$ cat src/rtl/lfsr_ser_seed_loader.sv
// Serial seed loader for the LFSR write/read chains: shifts a parallel seed in
// LSB first and captures the bits shifted out as the chain's previous contents.
module lfsr_ser_seed_loader #(
  parameter int ChainLen = 32
) (
  input  logic                clk_i,
  input  logic                rst_i,
  input  logic                req_valid_i,
  output logic                req_ready_o,
  input  logic                req_chain_i,
  input  logic [ChainLen-1:0] req_data_i,
  output logic                rsp_valid_o,
  input  logic                rsp_ready_i,
  output logic                rsp_chain_o,
  output logic [ChainLen-1:0] rsp_data_o,
  output logic                busy_o,
  output logic                w_ser_data_o,
  output logic                w_ser_en_o,
  input  logic                w_ser_data_i,
  output logic                r_ser_data_o,
  output logic                r_ser_en_o,
  input  logic                r_ser_data_i
);

  localparam int CntWidth = $clog2(ChainLen + 1);
  localparam logic [CntWidth-1:0] LastCnt = CntWidth'(ChainLen - 1);

  // Handshakes: a transfer happens on a rising edge where valid and ready are
  // both high; valid and its payload are held stable until that edge.
  typedef enum logic [1:0] {
    IDLE  = 2'd0,
    SHIFT = 2'd1,
    RESP  = 2'd2
  } state_e;

  state_e              state_q, state_d;
  logic [CntWidth-1:0] cnt_q, cnt_d;
  logic [ChainLen-1:0] shift_q, shift_d;
  logic [ChainLen-1:0] cap_q, cap_d;
  logic                chain_q, chain_d;
  logic                ser_in;
  logic                in_shift;

  assign ser_in   = chain_q ? r_ser_data_i : w_ser_data_i;
  assign in_shift = (state_q == SHIFT);

  always_ff @(posedge clk_i) begin
    if (rst_i) begin
      state_q <= IDLE;
      cnt_q   <= '0;
      shift_q <= '0;
      cap_q   <= '0;
      chain_q <= 1'b0;
    end else begin
      state_q <= state_d;
      cnt_q   <= cnt_d;
      shift_q <= shift_d;
      cap_q   <= cap_d;
      chain_q <= chain_d;
    end
  end

  always_comb begin
    state_d = state_q;
    cnt_d   = cnt_q;
    shift_d = shift_q;
    cap_d   = cap_q;
    chain_d = chain_q;
    case (state_q)
      IDLE: begin
        if (req_valid_i) begin
          shift_d = req_data_i;
          chain_d = req_chain_i;
          cnt_d   = '0;
          cap_d   = '0;
          state_d = SHIFT;
        end
      end
      SHIFT: begin
        shift_d = shift_q >> 1;
        // Inserting at the top means the bit sampled on cycle k lands at bit k
        // once all ChainLen bits have been captured.
        cap_d = {ser_in, cap_q[ChainLen-1:1]};
        if (cnt_q == LastCnt) begin
          state_d = RESP;
        end else begin
          cnt_d = cnt_q + CntWidth'(1);
        end
      end
      RESP: begin
        if (rsp_ready_i) begin
          state_d = IDLE;
        end
      end
      default: state_d = IDLE;
    endcase
  end

  assign req_ready_o  = (state_q == IDLE);
  assign busy_o       = (state_q != IDLE);
  assign rsp_valid_o  = (state_q == RESP);
  assign rsp_data_o   = cap_q;
  assign rsp_chain_o  = chain_q;
  assign w_ser_en_o   = in_shift & ~chain_q;
  assign r_ser_en_o   = in_shift & chain_q;
  assign w_ser_data_o = in_shift & ~chain_q & shift_q[0];
  assign r_ser_data_o = in_shift & chain_q & shift_q[0];

endmodule
$ cat config.mk
export PLATFORM = sky130hd
export DESIGN_NAME = lfsr_ser_seed_loader
export DESIGN_NICKNAME = d
export VERILOG_FILES = /design/src/rtl/lfsr_ser_seed_loader.sv
export SDC_FILE = /design/constraint.sdc
export NUM_CORES = 1
export LEC_CHECK = 0
export ABC_AREA = 1
export BUFFER_PORTS_ARGS = -buffer_cell sky130_fd_sc_hd__clkbuf_2
export CAP_MARGIN = 20
export CORE_MARGIN = 5
export CORE_UTILIZATION = 49
export CTS_BUF_LIST = sky130_fd_sc_hd__clkbuf_4
export DETAILED_ROUTE_END_ITERATION = 8
export PLACE_DENSITY = 0.78
export SKIP_CTS_REPAIR_TIMING = 1
export SLEW_MARGIN = 20
export SYNTH_ARGS = -nofsm -noshare
export SYNTH_HDL_FRONTEND = slang
export SYNTH_SLANG_ARGS = --single-unit
export TNS_END_PERCENT = 50
$ cat constraint.sdc
create_clock -name clk_i -period 1.4 [get_ports clk_i]
set_clock_uncertainty 0.2 [all_clocks]
set_input_delay 0.28 -clock clk_i [delete_from_list [all_inputs] [get_ports clk_i]]
set_output_delay 0.28 -clock clk_i [all_outputs]
set_load 0.03 [all_outputs]
==> qor.csv, run 1 <==
stage;metric;value;unit
run_status;status;complete, but fails checks;
run_status;failing checks;setup timing;
floorplanning;Die Area;8050;um^2
worst_setup_path;Max stage delay on crit path;0.40;ns
worst_setup_path;CP Cell Sequence;nand2_4, buf_12, nor3_4, buf_6;
global_routing;vias in the first global route;2837;
hold_path;Hold Crit Class;in2reg;
clocking;clock slew seen by the registers of the worst setup and hold paths;0.12;ns
clocking;worst skew pair latency;0.41;ns
global_routing;initial antenna violation count;0;
pwr;Seq pwr share;0.508;
yosys;Synth Cell Area;3120;um^2
floorplanning;Site Rows;29;
clocking;CTS Buffer Depth;2;
clocking;total CTS buffers;9;
yosys;flip-flop and latch count after synthesis;73;
worst_setup_path;worst path required time;0.92;ns
floorplanning;Die Height;89.7;um
floorplanning;io pins;79;
global_routing;grt total ovfl;0;
drt;Via density;5.19;
floorplanning;chip width;89.7;um
timing;Hold WS;0.0344;ns
placed_design;I/O Buffers;78;
cells_and_area;n_diodes;0;
worst_setup_path;CP Launch Type;register;
pwr;Comb power frac;0.202;
pwr;Internal;0.00311;W
yosys;Cell variety after synth;22;
yosys;Synthesized Nets;468;
worst_setup_path;Worst setup EP type;output pin;
clocking;H-tree Lvls;3;
yosys;YS warnings;0;
drt;Wirelength per Cell;15.2;um
pwr;clock network power share;0.290;
run;max cap viols;0;
worst_setup_path;crit path max fanout;6;
yosys;cells after synthesis;428;
pwr;Net Sw Frac;0.284;
drt;final wirelength;9470;um
drt;vias;3238;
cells_and_area;Layout area overhead;50.7;%
timing;final worst-path cycle share;1.32;
timing;crit path time final;1.85;ns
cells_and_area;fin util;0.748;
pwr;Psw;0.00124;W
timing;unrepaired setup endpoints after global routing;true;
yosys;post-synthesis sequential area ratio;0.469;
floorplanning;CORE AREA;6280;um^2
worst_setup_path;Crit Path Category;reg2out;
placed_design;GP Congestion;0.783;
cells_and_area;layout cells sized above 1;0.415;
yosys;Avg Cell Area, Syn;7.28;um^2
drt;Post-DRT Antenna Nets;0;
timing;setup slack after layout;-0.450;ns
drt;DR iter-0 viols;126;
drt;DR pass1 iterations;5;
worst_setup_path;critical path's slowest cell;dfxtp_4;
global_routing;first-pass GRT wire length;12100;um
global_routing;largest net degree at the start of global routing;65;
timing;Slew headroom;0.713;
pwr;Power Dens Cells;925;nW/um^2
timing;Achievable Freq;0.541;GHz
floorplanning;initial cell density of the core;0.496;
drt;DRC;0;
timing;final setup vio count;86;
clocking;clock sink count;73;
timing;pins over their slew limit;0;
pwr;VDD IR max;0.968;mV
global_routing;Global Route Usage Sum;0.175;
placed_design;dpl hpwl;4830;um
pwr;Pleak;2.00;nW
placed_design;Placed Cells;585;
cells_and_area;final net count;583;
timing;measured slew at the worst slew-check pin;0.430;ns
worst_setup_path;Critical Path AT;1.37;ns
cells_and_area;post-route insts no fill;624;
timing;Final Hold Vio Count;0;
clocking;CTS tree;yes;
clocking;clk root buf;clkbuf_4;
[worst max-delay path: cells and delay by family (launching register included)]
family	cells	cell delay, ns
simple gates	2	0.27
flops	1	0.40
buf+inv	2	0.29
[cell families (layout without fill, tap and decap cells)]
| logic type | after synthesis | count (layout) | synth area share |
|---|---|---|---|
| simple gates | 144 | 144 | 0.188 |
| compound gates | 137 | 137 | 0.222 |
| flops | 73 | 73 | 0.469 |
| buf+inv | 73 | 192 | 0.118 |
| fa+ha+maj | 1 | 1 | 0.00402 |
[placed cells by master (no fill, tap or decap), types with 3 or more instances in the layout]
cell type / count
a21oi_2: 24
clkbuf_4: 10
dlygate4sd3_1: 6
buf_4: 28
dfxtp_1: 36
nand2_1: 114
clkbuf_16: 7
buf_6: 45
nor2_4: 6
clkbuf_2: 38
dfxtp_4: 3
nor2_1: 9
o21ai_2: 5
a21oi_1: 47
inv_1: 42
nand2_4: 3
buf_12: 6
dfxtp_2: 34
o21ai_1: 41
nand3_1: 4
o21ai_0: 17
[final timing paths]
check | slack [ns] | endpoint | startpoint | cells past startpoint
setup / recovery | -0.45 | w_ser_data_o | state_q[0] | 4
hold / removal | 0.03 | shift_q[2] | req_data_i[2] | 5
setup reg to reg | -0.34 | rsp_data_o[3] | state_q[1] | 9
hold reg to reg | 0.25 | shift_q[15] | shift_q[15] | 2
[power by group through the flow]
stage / sequential [W] / clock, W / combinational [W]
6_report: 0.00221 / 0.00126 / 0.000879
5_1_grt: 0.00222 / 0.00136 / 0.000951
4_1_cts: 0.00221 / 0.00127 / 0.000631
3_5_place_dp: 0.00225 / 0 / 0.000625
3_3_place_gp: 0.00225 / 0 / 0.000606
2_1_floorplan: 0.00226 / 0 / 0.000429
[routing by layer]
layer	global-route usage	vias to the layer above	share of wire
met2	0.301	112	0.52
met1	0.199	1508	0.39
met5	0	-	0
met4	0.0378	0	0.018
met3	0.0801	15	0.074
li1	-	1603	-
[Yosys cell counts]
library cell,count,share of area
a21oi_1,71,0.11
a22oi_1,1,0.0024
buf_2,4,0.0064
buf_4,3,0.0072
buf_6,10,0.036
clkbuf_1,10,0.012
clkbuf_2,1,0.0016
dfxtp_1,73,0.47
ha_1,1,0.0040
inv_1,44,0.053
inv_2,1,0.0012
nand2_1,118,0.14
nand2_2,1,0.0020
nand3_1,5,0.0080
nand3_2,2,0.0064
nor2_1,12,0.014
nor2_2,2,0.0040
nor2_4,2,0.0072
nor3_1,2,0.0032
o21ai_0,58,0.093
o21ai_1,6,0.0096
o21bai_1,1,0.0024
[layout make-up]
cell class	count	area, um^2
fillers	462	1580
flip-flops and latches	73	1520
multi-input cells	282	1510
repair buffers	132	1280
inverters	45	174
well taps	77	96.3
clock buffers	10	75.1
clock inverters	5	47.5
[metrics by stage]
step                setup TNS (ns)  power [W]  setup WS, ns  instance area (um^2)
finish                      -19.04    0.00434        -0.450                  4700
global placement             -2.71    0.00286       -0.0938                  3750
global route                -25.55    0.00453        -0.502                  4700
floorplan                    -7.86    0.00269        -0.168                  3170
CTS                         -11.83    0.00411        -0.571                  3870
detailed placement           -4.00    0.00288        -0.154                  3750
[registers in the layout (all words and copies together) (netlist names)]
signal       flops
state_q          2
shift_q         32
rsp_data_o      32
cnt_q            6
rsp_chain_o      1
No activity file was read; power rests on OpenSTA's default activity.
==> run 2: changes to the inputs <==
--- a/config.mk
+++ b/config.mk
@@ -5,9 +5,7 @@
 export SDC_FILE = /design/constraint.sdc
 export NUM_CORES = 1
 export LEC_CHECK = 0
-export ABC_AREA = 1
 export BUFFER_PORTS_ARGS = -buffer_cell sky130_fd_sc_hd__clkbuf_2
-export CAP_MARGIN = 20
 export CORE_MARGIN = 5
 export CORE_UTILIZATION = 49
 export CTS_BUF_LIST = sky130_fd_sc_hd__clkbuf_4
==> qor.csv, run 2 <==
stage;metric;value;unit;change
worst_setup_path;FF-to-FF setup slack;-0.28;ns;+0.06 ns
drt;DR top layer;met4;;
pwr;Internal;0.00359;W;+16%
hold_path;Hold Crit Class;in2reg;;
timing;final setup vio count;96;;+12%
floorplanning;Site Rows;28;;-3.4%
global_routing;first-pass GRT wire length;12000;um;-0.51%
floorplanning;io pins;79;;unchanged
pwr;Psw;0.00123;W;-0.75%
timing;Achievable Freq;0.548;GHz;+1.4%
cells_and_area;Layout area overhead;60.1;%;
timing;final worst-path cycle share;1.30;;-0.0186
timing;Slew headroom;0.782;;+0.0687
worst_setup_path;r2r worst-path depth;5;;-4
timing;final setup TNS;-10.14;ns;+8.90 ns
yosys;XOR/XNOR Fraction of Synth Area;0;;unchanged
timing;setup slack after layout;-0.423;ns;+0.0261 ns
yosys;Synth Cell Area;2960;um^2;-4.9%
timing;unrepaired setup endpoints after global routing;true;;
cells_and_area;most frequent cells in the layout;nor2_1 (71), nand2_1 (68), buf_6 (46);;
global_routing;largest net degree at the start of global routing;50;;-23%
global_routing;Global Route Usage Sum;0.194;;+0.0184
worst_setup_path;CP Cell Sequence;nor2b_4, and3_4, buf_6;;
yosys;Synthesized Nets;388;;-17%
hold_path;Min-Delay Path Depth;4;;-1
worst_setup_path;Worst Setup SP;state_q[0];;
yosys;cells taking the most area after synthesis;dfxtp_1 (49%), nor2_1 (9.5%), a311oi_1 (9.2%), nand2_1 (8.7%), a22oi_1 (7.9%);;
placed_design;dpl hpwl;4950;um;+2.4%
timing;pins over their slew limit;0;;unchanged
clocking;CTS Buffer Depth;2;;unchanged
timing;crit path time final;1.82;ns;-0.0261 ns
clocking;worst skew pair latency;0.42;ns;about the same
clocking;total CTS buffers;9;;unchanged
yosys;EDFF count, synth;0;;unchanged
floorplanning;Die Area;7700;um^2;-4.4%
timing;measured slew at the worst slew-check pin;0.327;ns;-0.103 ns
pwr;clock network power share;0.391;;+0.101
clocking;clock sink count;73;;unchanged
clocking;clk root buf;clkbuf_4;;
drt;DR pass1 iterations;6;;+1
worst_setup_path;crit path max fanout;5;;-1
yosys;Avg Cell Area, Syn;8.51;um^2;+17%
drt;DR iter-0 viols;256;;+100%
drt;met2 WL post-DR;4790;um;-2.0%
pwr;VDD IR max;0.941;mV;-2.7%
global_routing;grt total ovfl;0;;unchanged
pwr;Comb power frac;0.149;;-0.053
timing;Final Hold Vio Count;0;;unchanged
yosys;complex-gate fraction of the synthesized area;0.214;;-0.00791
drt;final wirelength;9410;um;-0.67%
cells_and_area;fin util;0.805;;+0.0574
floorplanning;initial cell density of the core;0.503;;+0.00688
yosys;commonest cells in the synthesized netlist;nor2_1 (75), dfxtp_1 (73), nand2_1 (69), a22oi_1 (31), a311oi_1 (31);;
drt;Wirelength per Cell;16.6;um;+9.3%
placed_design;Post-DP Area;3620;um^2;-3.6%
yosys;flip-flop and latch count after synthesis;73;;unchanged
worst_setup_path;CP Launch Type;register;;
placed_design;GP Congestion;0.796;;+1.6%
placed_design;I/O Buffers;78;;unchanged
pwr;Net Sw Frac;0.254;;-0.0300
worst_setup_path;crit path to;r_ser_data_o;;
clocking;H-tree Lvls;3;;unchanged
run_status;failing checks;setup timing;;
global_routing;initial antenna violation count;0;;unchanged
cells_and_area;commonest non-fill, non-tap cell in the layout;nor2_1;;
worst_setup_path;critical path's slowest cell;dfxtp_4;;
worst_setup_path;worst path required time;0.92;ns;about the same
global_routing;vias in the first global route;2743;;-3.3%
worst_setup_path;Max stage delay on crit path;0.37;ns;-0.03 ns
cells_and_area;post-route cell area;4740;um^2;+0.96%
clocking;clock slew seen by the registers of the worst setup and hold paths;0.12;ns;about the same
yosys;Synth Area in Simple Gates;0.213;;+0.0258
worst_setup_path;Crit Path Category;reg2out;;
yosys;largest family of logic cells by synthesized area;compound AO/OA/AOI/OAI gates;;
yosys;post-synthesis sequential area ratio;0.493;;+0.0244
hold_path;hold wc startpoint;req_valid_i;;
yosys;Async S/R FF share, synth;0;;unchanged
drt;Met3 Wirelength;662;um;-6.0%
worst_setup_path;Worst setup EP type;output pin;;
worst_setup_path;Critical Path AT;1.34;ns;-0.03 ns
drt;M1 WL;3740;um;+0.67%
yosys;top-area cell type share of the netlist area;0.493;;+0.0244
floorplanning;Die Height;87.7;um;-2.2%
pwr;Seq pwr share;0.460;;-0.048
clocking;CTS tree;yes;;
cells_and_area;final net count;527;;-9.6%
floorplanning;chip width;87.7;um;-2.2%
yosys;most common cell in the netlist;nor2_1;;
worst_setup_path;Reg-to-Reg Start;state_q[0];;
drt;vias;3194;;-1.4%
drt;Post-DRT Antenna Nets;0;;unchanged
worst_setup_path;Worst R2R End;shift_q[26];;
drt;Via density;5.63;;+8.6%
yosys;YS warnings;0;;unchanged
run;max cap viols;0;;unchanged
yosys;cells after synthesis;348;;-19%
cells_and_area;n_diodes;0;;unchanged
pwr;Pleak;1.98;nW;-0.81%
run_status;status;complete, but fails checks;;
yosys;ys flop type;dfxtp_1;;
pwr;Power Dens Cells;1020;nW/um^2;+9.9%
yosys;Cell variety after synth;33;;+50%
yosys;post-synthesis mux area share;0.0101;;+0.0101
yosys;Yosys top cell by area;dfxtp_1;;
yosys;synthesized-area fraction occupied by adder cells;0.00422;;+0.000209
drt;DRC;0;;unchanged
floorplanning;CORE AREA;5890;um^2;-6.2%
cells_and_area;layout cells sized above 1;0.423;;+0.00777
-- run 2: changes by cell type after synthesis, moves of 6 or more --
cell      previous run  this run
nor2_1              12        75
o21ai_0             58         3
o21ai_1              6         0
a21oi_1             71         5
buf_4                3        13
buf_6               10         2
inv_1               44         3
a311oi_1             0        31
a22oi_1              1        31
nand2_1            118        69
-- run 2: worst max-delay path, delay by kind of cell (launching register included) --
kind	cells	cell delay, ns
AND/OR/NAND/NOR	2	0.43
flip-flops	1	0.37
buffers and inverters	1	0.13
-- run 2: cells by family after synthesis --
family	Yosys count
buffers and inverters	33
flip-flops	73
multiplexers	3
adder cells (fa/ha/maj)	1
AND/OR/NAND/NOR	159
AO/OA/AOI/OAI	79
-- run 2: routing by layer --
metal	vias to the layer above	track usage
li1	1504	-
met1	1519	0.249
met2	144	0.317
met3	27	0.0386
met4	0	0.0809
met5	-	0
-- run 2: layout make-up --
cell class | count | area [um^2]
clock buffer | 9 | 67.6
clock inverter | 7 | 141
fill | 372 | 1140
inverter | 3 | 11.3
multi-input combinational | 242 | 1470
sequential | 73 | 1520
tap | 75 | 93.8
timing repair buffer | 158 | 1440
-- run 2: metrics by stage --
step	worst slack, ns	total power (W)	hold WS (ns)	std cells
after global placement	-0.0979	0.00277	0.260	503
after detailed placement	-0.167	0.00278	0.267	503
after CTS	-0.552	0.00463	-0.119	519
final	-0.423	0.00482	0.100	567
after global routing	-0.481	0.00500	0.0988	567
after floorplan	-0.184	0.00260	0.224	348
-- run 2: how the worst min path moves through the flow --
stage	slack (ns)	endpoint
after floorplan	0.22	rsp_chain_o
after global placement	0.26	shift_q[3]
after detailed placement	0.27	shift_q[9]
after CTS	-0.12	shift_q[11]
after global routing	0.1	shift_q[31]
final	0.10	shift_q[31]
-- run 2: power groups by stage --
stage	Sequential [W]	Combinational, W	Clock, W
3_5_place_dp	0.00226	0.000518	0
3_3_place_gp	0.00226	0.000510	0
5_1_grt	0.00223	0.000777	0.00200
2_1_floorplan	0.00226	0.000339	0
6_report	0.00222	0.000717	0.00189
4_1_cts	0.00222	0.000523	0.00189
==> run 3: changes to the inputs <==
--- a/config.mk
+++ b/config.mk
@@ -10,7 +10,7 @@
 export CORE_UTILIZATION = 49
 export CTS_BUF_LIST = sky130_fd_sc_hd__clkbuf_4
 export DETAILED_ROUTE_END_ITERATION = 8
-export PLACE_DENSITY = 0.78
+export PLACE_DENSITY = 0.88
 export SKIP_CTS_REPAIR_TIMING = 1
 export SLEW_MARGIN = 20
 export SYNTH_ARGS = -nofsm -noshare
==> qor.csv, run 3 (synthesized netlist as in run 2, its figures left out) <==
stage;metric;value;unit;change
run_status;status;complete, but fails checks;;
run_status;failing checks;hold timing, setup timing;;
worst_setup_path;FF-to-FF setup slack;-0.55;ns;-0.27 ns
global_routing;largest net degree at the start of global routing;46;;-8.0%
global_routing;Global Route Usage Sum;0.195;;+0.00165
clocking;total CTS buffers;9;;unchanged
floorplanning;Site Rows;28;;unchanged
floorplanning;Die Height;87.7;um;unchanged
clocking;worst skew pair latency;0.45;ns;+0.03 ns
pwr;Power Dens Cells;884;nW/um^2;-13%
cells_and_area;fin util;0.861;;+0.0555
placed_design;I/O Buffers;78;;unchanged
pwr;Pleak;2.13;nW;+7.4%
cells_and_area;n_diodes;0;;unchanged
cells_and_area;layout cells sized above 1;0.483;;+0.0603
clocking;CTS tree;yes;;
drt;DRC;0;;unchanged
hold_path;hold wc startpoint;rsp_ready_i;;
timing;crit path time final;1.95;ns;+0.123 ns
placed_design;GP Congestion;0.830;;+4.3%
floorplanning;chip width;87.7;um;unchanged
pwr;VDD IR max;0.626;mV;-34%
floorplanning;initial cell density of the core;0.503;;unchanged
hold_path;Worst Hold Path EP;state_q[1];;
pwr;Seq pwr share;0.497;;+0.037
drt;DR iter-0 viols;172;;-33%
worst_setup_path;Critical Path AT;2.09;ns;+0.75 ns
clocking;clock slew seen by the registers of the worst setup and hold paths;0.12;ns;about the same
global_routing;initial antenna violation count;0;;unchanged
cells_and_area;most frequent cells in the layout;nor2_1 (70), nand2_1 (61), buf_6 (52);;
hold_path;Min-Delay Path Depth;4;;unchanged
cells_and_area;commonest non-fill, non-tap cell in the layout;nor2_1;;
timing;measured slew at the worst slew-check pin;0.327;ns;+0.000473 ns
global_routing;vias in the first global route;2752;;+0.33%
floorplanning;io pins;79;;unchanged
timing;unrepaired setup endpoints after global routing;true;;
cells_and_area;Layout area overhead;71.1;%;
placed_design;dpl hpwl;5140;um;+3.9%
drt;final wirelength;11500;um;+22%
timing;Hold WS;-0.0471;ns;-0.148 ns
worst_setup_path;crit path max fanout;7;;+2
pwr;total power;0.00448;W;-7.0%
timing;pins over their slew limit;0;;unchanged
timing;Achievable Freq;0.514;GHz;-6.3%
timing;final setup vio count;113;;+18%
floorplanning;Die Area;7700;um^2;unchanged
hold_path;Hold Crit Class;in2reg;;
worst_setup_path;Worst R2R End;shift_q[14];;
clocking;clk root buf;clkbuf_4;;
timing;setup slack after layout;-0.546;ns;-0.123 ns
timing;Slew headroom;0.781;;about the same
placed_design;Post-DP Area;3610;um^2;about the same
drt;Via density;5.84;;+3.6%
pwr;Comb power frac;0.211;;+0.062
global_routing;first-pass GRT wire length;12000;um;+0.34%
pwr;Psw;0.00132;W;+7.4%
cells_and_area;post-route cell area;5070;um^2;+6.9%
pwr;Internal;0.00316;W;-12%
floorplanning;CORE AREA;5890;um^2;unchanged
worst_setup_path;r2r worst-path depth;9;;+4
worst_setup_path;worst path required time;1.54;ns;+0.62 ns
drt;vias;3374;;+5.6%
cells_and_area;final net count;538;;+2.1%
drt;Wirelength per Cell;19.8;um;+19%
global_routing;grt total ovfl;0;;unchanged
worst_setup_path;Reg-to-Reg Start;state_q[0];;
timing;Final Hold Vio Count;1;;+1
clocking;clock sink count;73;;unchanged
worst_setup_path;CP Launch Type;register;;
pwr;Net Sw Frac;0.294;;+0.0396
worst_setup_path;Crit Path Category;reg2reg;;
run;max cap viols;0;;unchanged
worst_setup_path;Worst setup EP type;register;;
drt;DR pass1 iterations;5;;-1
pwr;clock network power share;0.291;;-0.100
drt;Post-DRT Antenna Nets;0;;unchanged
clocking;CTS Buffer Depth;2;;unchanged
timing;final worst-path cycle share;1.39;;+0.0878
clocking;H-tree Lvls;3;;unchanged
[run 3: cell types whose count changed in the layout (fill, tap and decap cells not counted), moves of 4 or more]
cell / change
buf_12: +6
buf_4: -6
a22oi_1: +6
clkinv_2: +4
a22oi_2: -6
a311oi_1: -20
a311oi_2: +20
nand2_2: +4
nand2_1: -7
buf_6: +6
clkbuf_16: +4
[run 3: power groups by stage]
stage / combinational (W) / clock [W] / sequential, W
final: 0.000947 / 0.00131 / 0.00223
after global routing: 0.000998 / 0.00138 / 0.00223
after global placement: 0.000503 / 0 / 0.00226
after detailed placement: 0.000522 / 0 / 0.00226
after CTS: 0.000525 / 0.00127 / 0.00222
after floorplan: 0.000339 / 0 / 0.00226
[run 3: per-stage QoR]
step	setup WS, ns	std cells	TNS, ns
6_report	-0.546	578	-23.95
5_1_grt	-0.616	578	-29.04
4_1_cts	-0.548	517	-14.46
3_5_place_dp	-0.239	501	-5.61
3_3_place_gp	-0.0894	501	-2.92
2_1_floorplan	-0.184	348	-1.24
[run 3: cell type report]
cell class	instances	area [um^2]
well taps	75	93.8
clock inverters	7	61.3
fillers	264	818
repair buffers	169	1700
inverters	3	11.3
clock buffers	9	67.6
multi-input cells	242	1610
flip-flops and latches	73	1520
[run 3: worst max path at each step]
stage | start | endpoint | slack [ns] | depth (start not counted)
final | state_q[0] | shift_q[14] | -0.55 | 9
after floorplan | state_q[0] | w_ser_data_o | -0.18 | 6
after global routing | state_q[0] | shift_q[14] | -0.62 | 9
after global placement | state_q[1] | shift_q[22] | -0.09 | 5
after detailed placement | state_q[0] | shift_q[12] | -0.24 | 4
after CTS | state_q[1] | rsp_valid_o | -0.55 | 3
[run 3: routing by layer]
metal / GRT usage / vias up / part of all wire
li1: - / 1524 / -
met4: 0.0879 / 0 / 0.035
met5: 0 / - / 0
met2: 0.310 / 184 / 0.51
met3: 0.0499 / 39 / 0.068
met1: 0.250 / 1627 / 0.38
[run 3: critical path, stage by stage, from the launching register on]
cell	delay (ns)
dfxtp_4	0.39
nor2b_4	0.26
buf_6	0.13
buf_6	0.09
buf_6	0.08
buf_6	0.10
buf_12	0.13
buf_4	0.12
nand2_4	0.04
a311oi_2	0.32
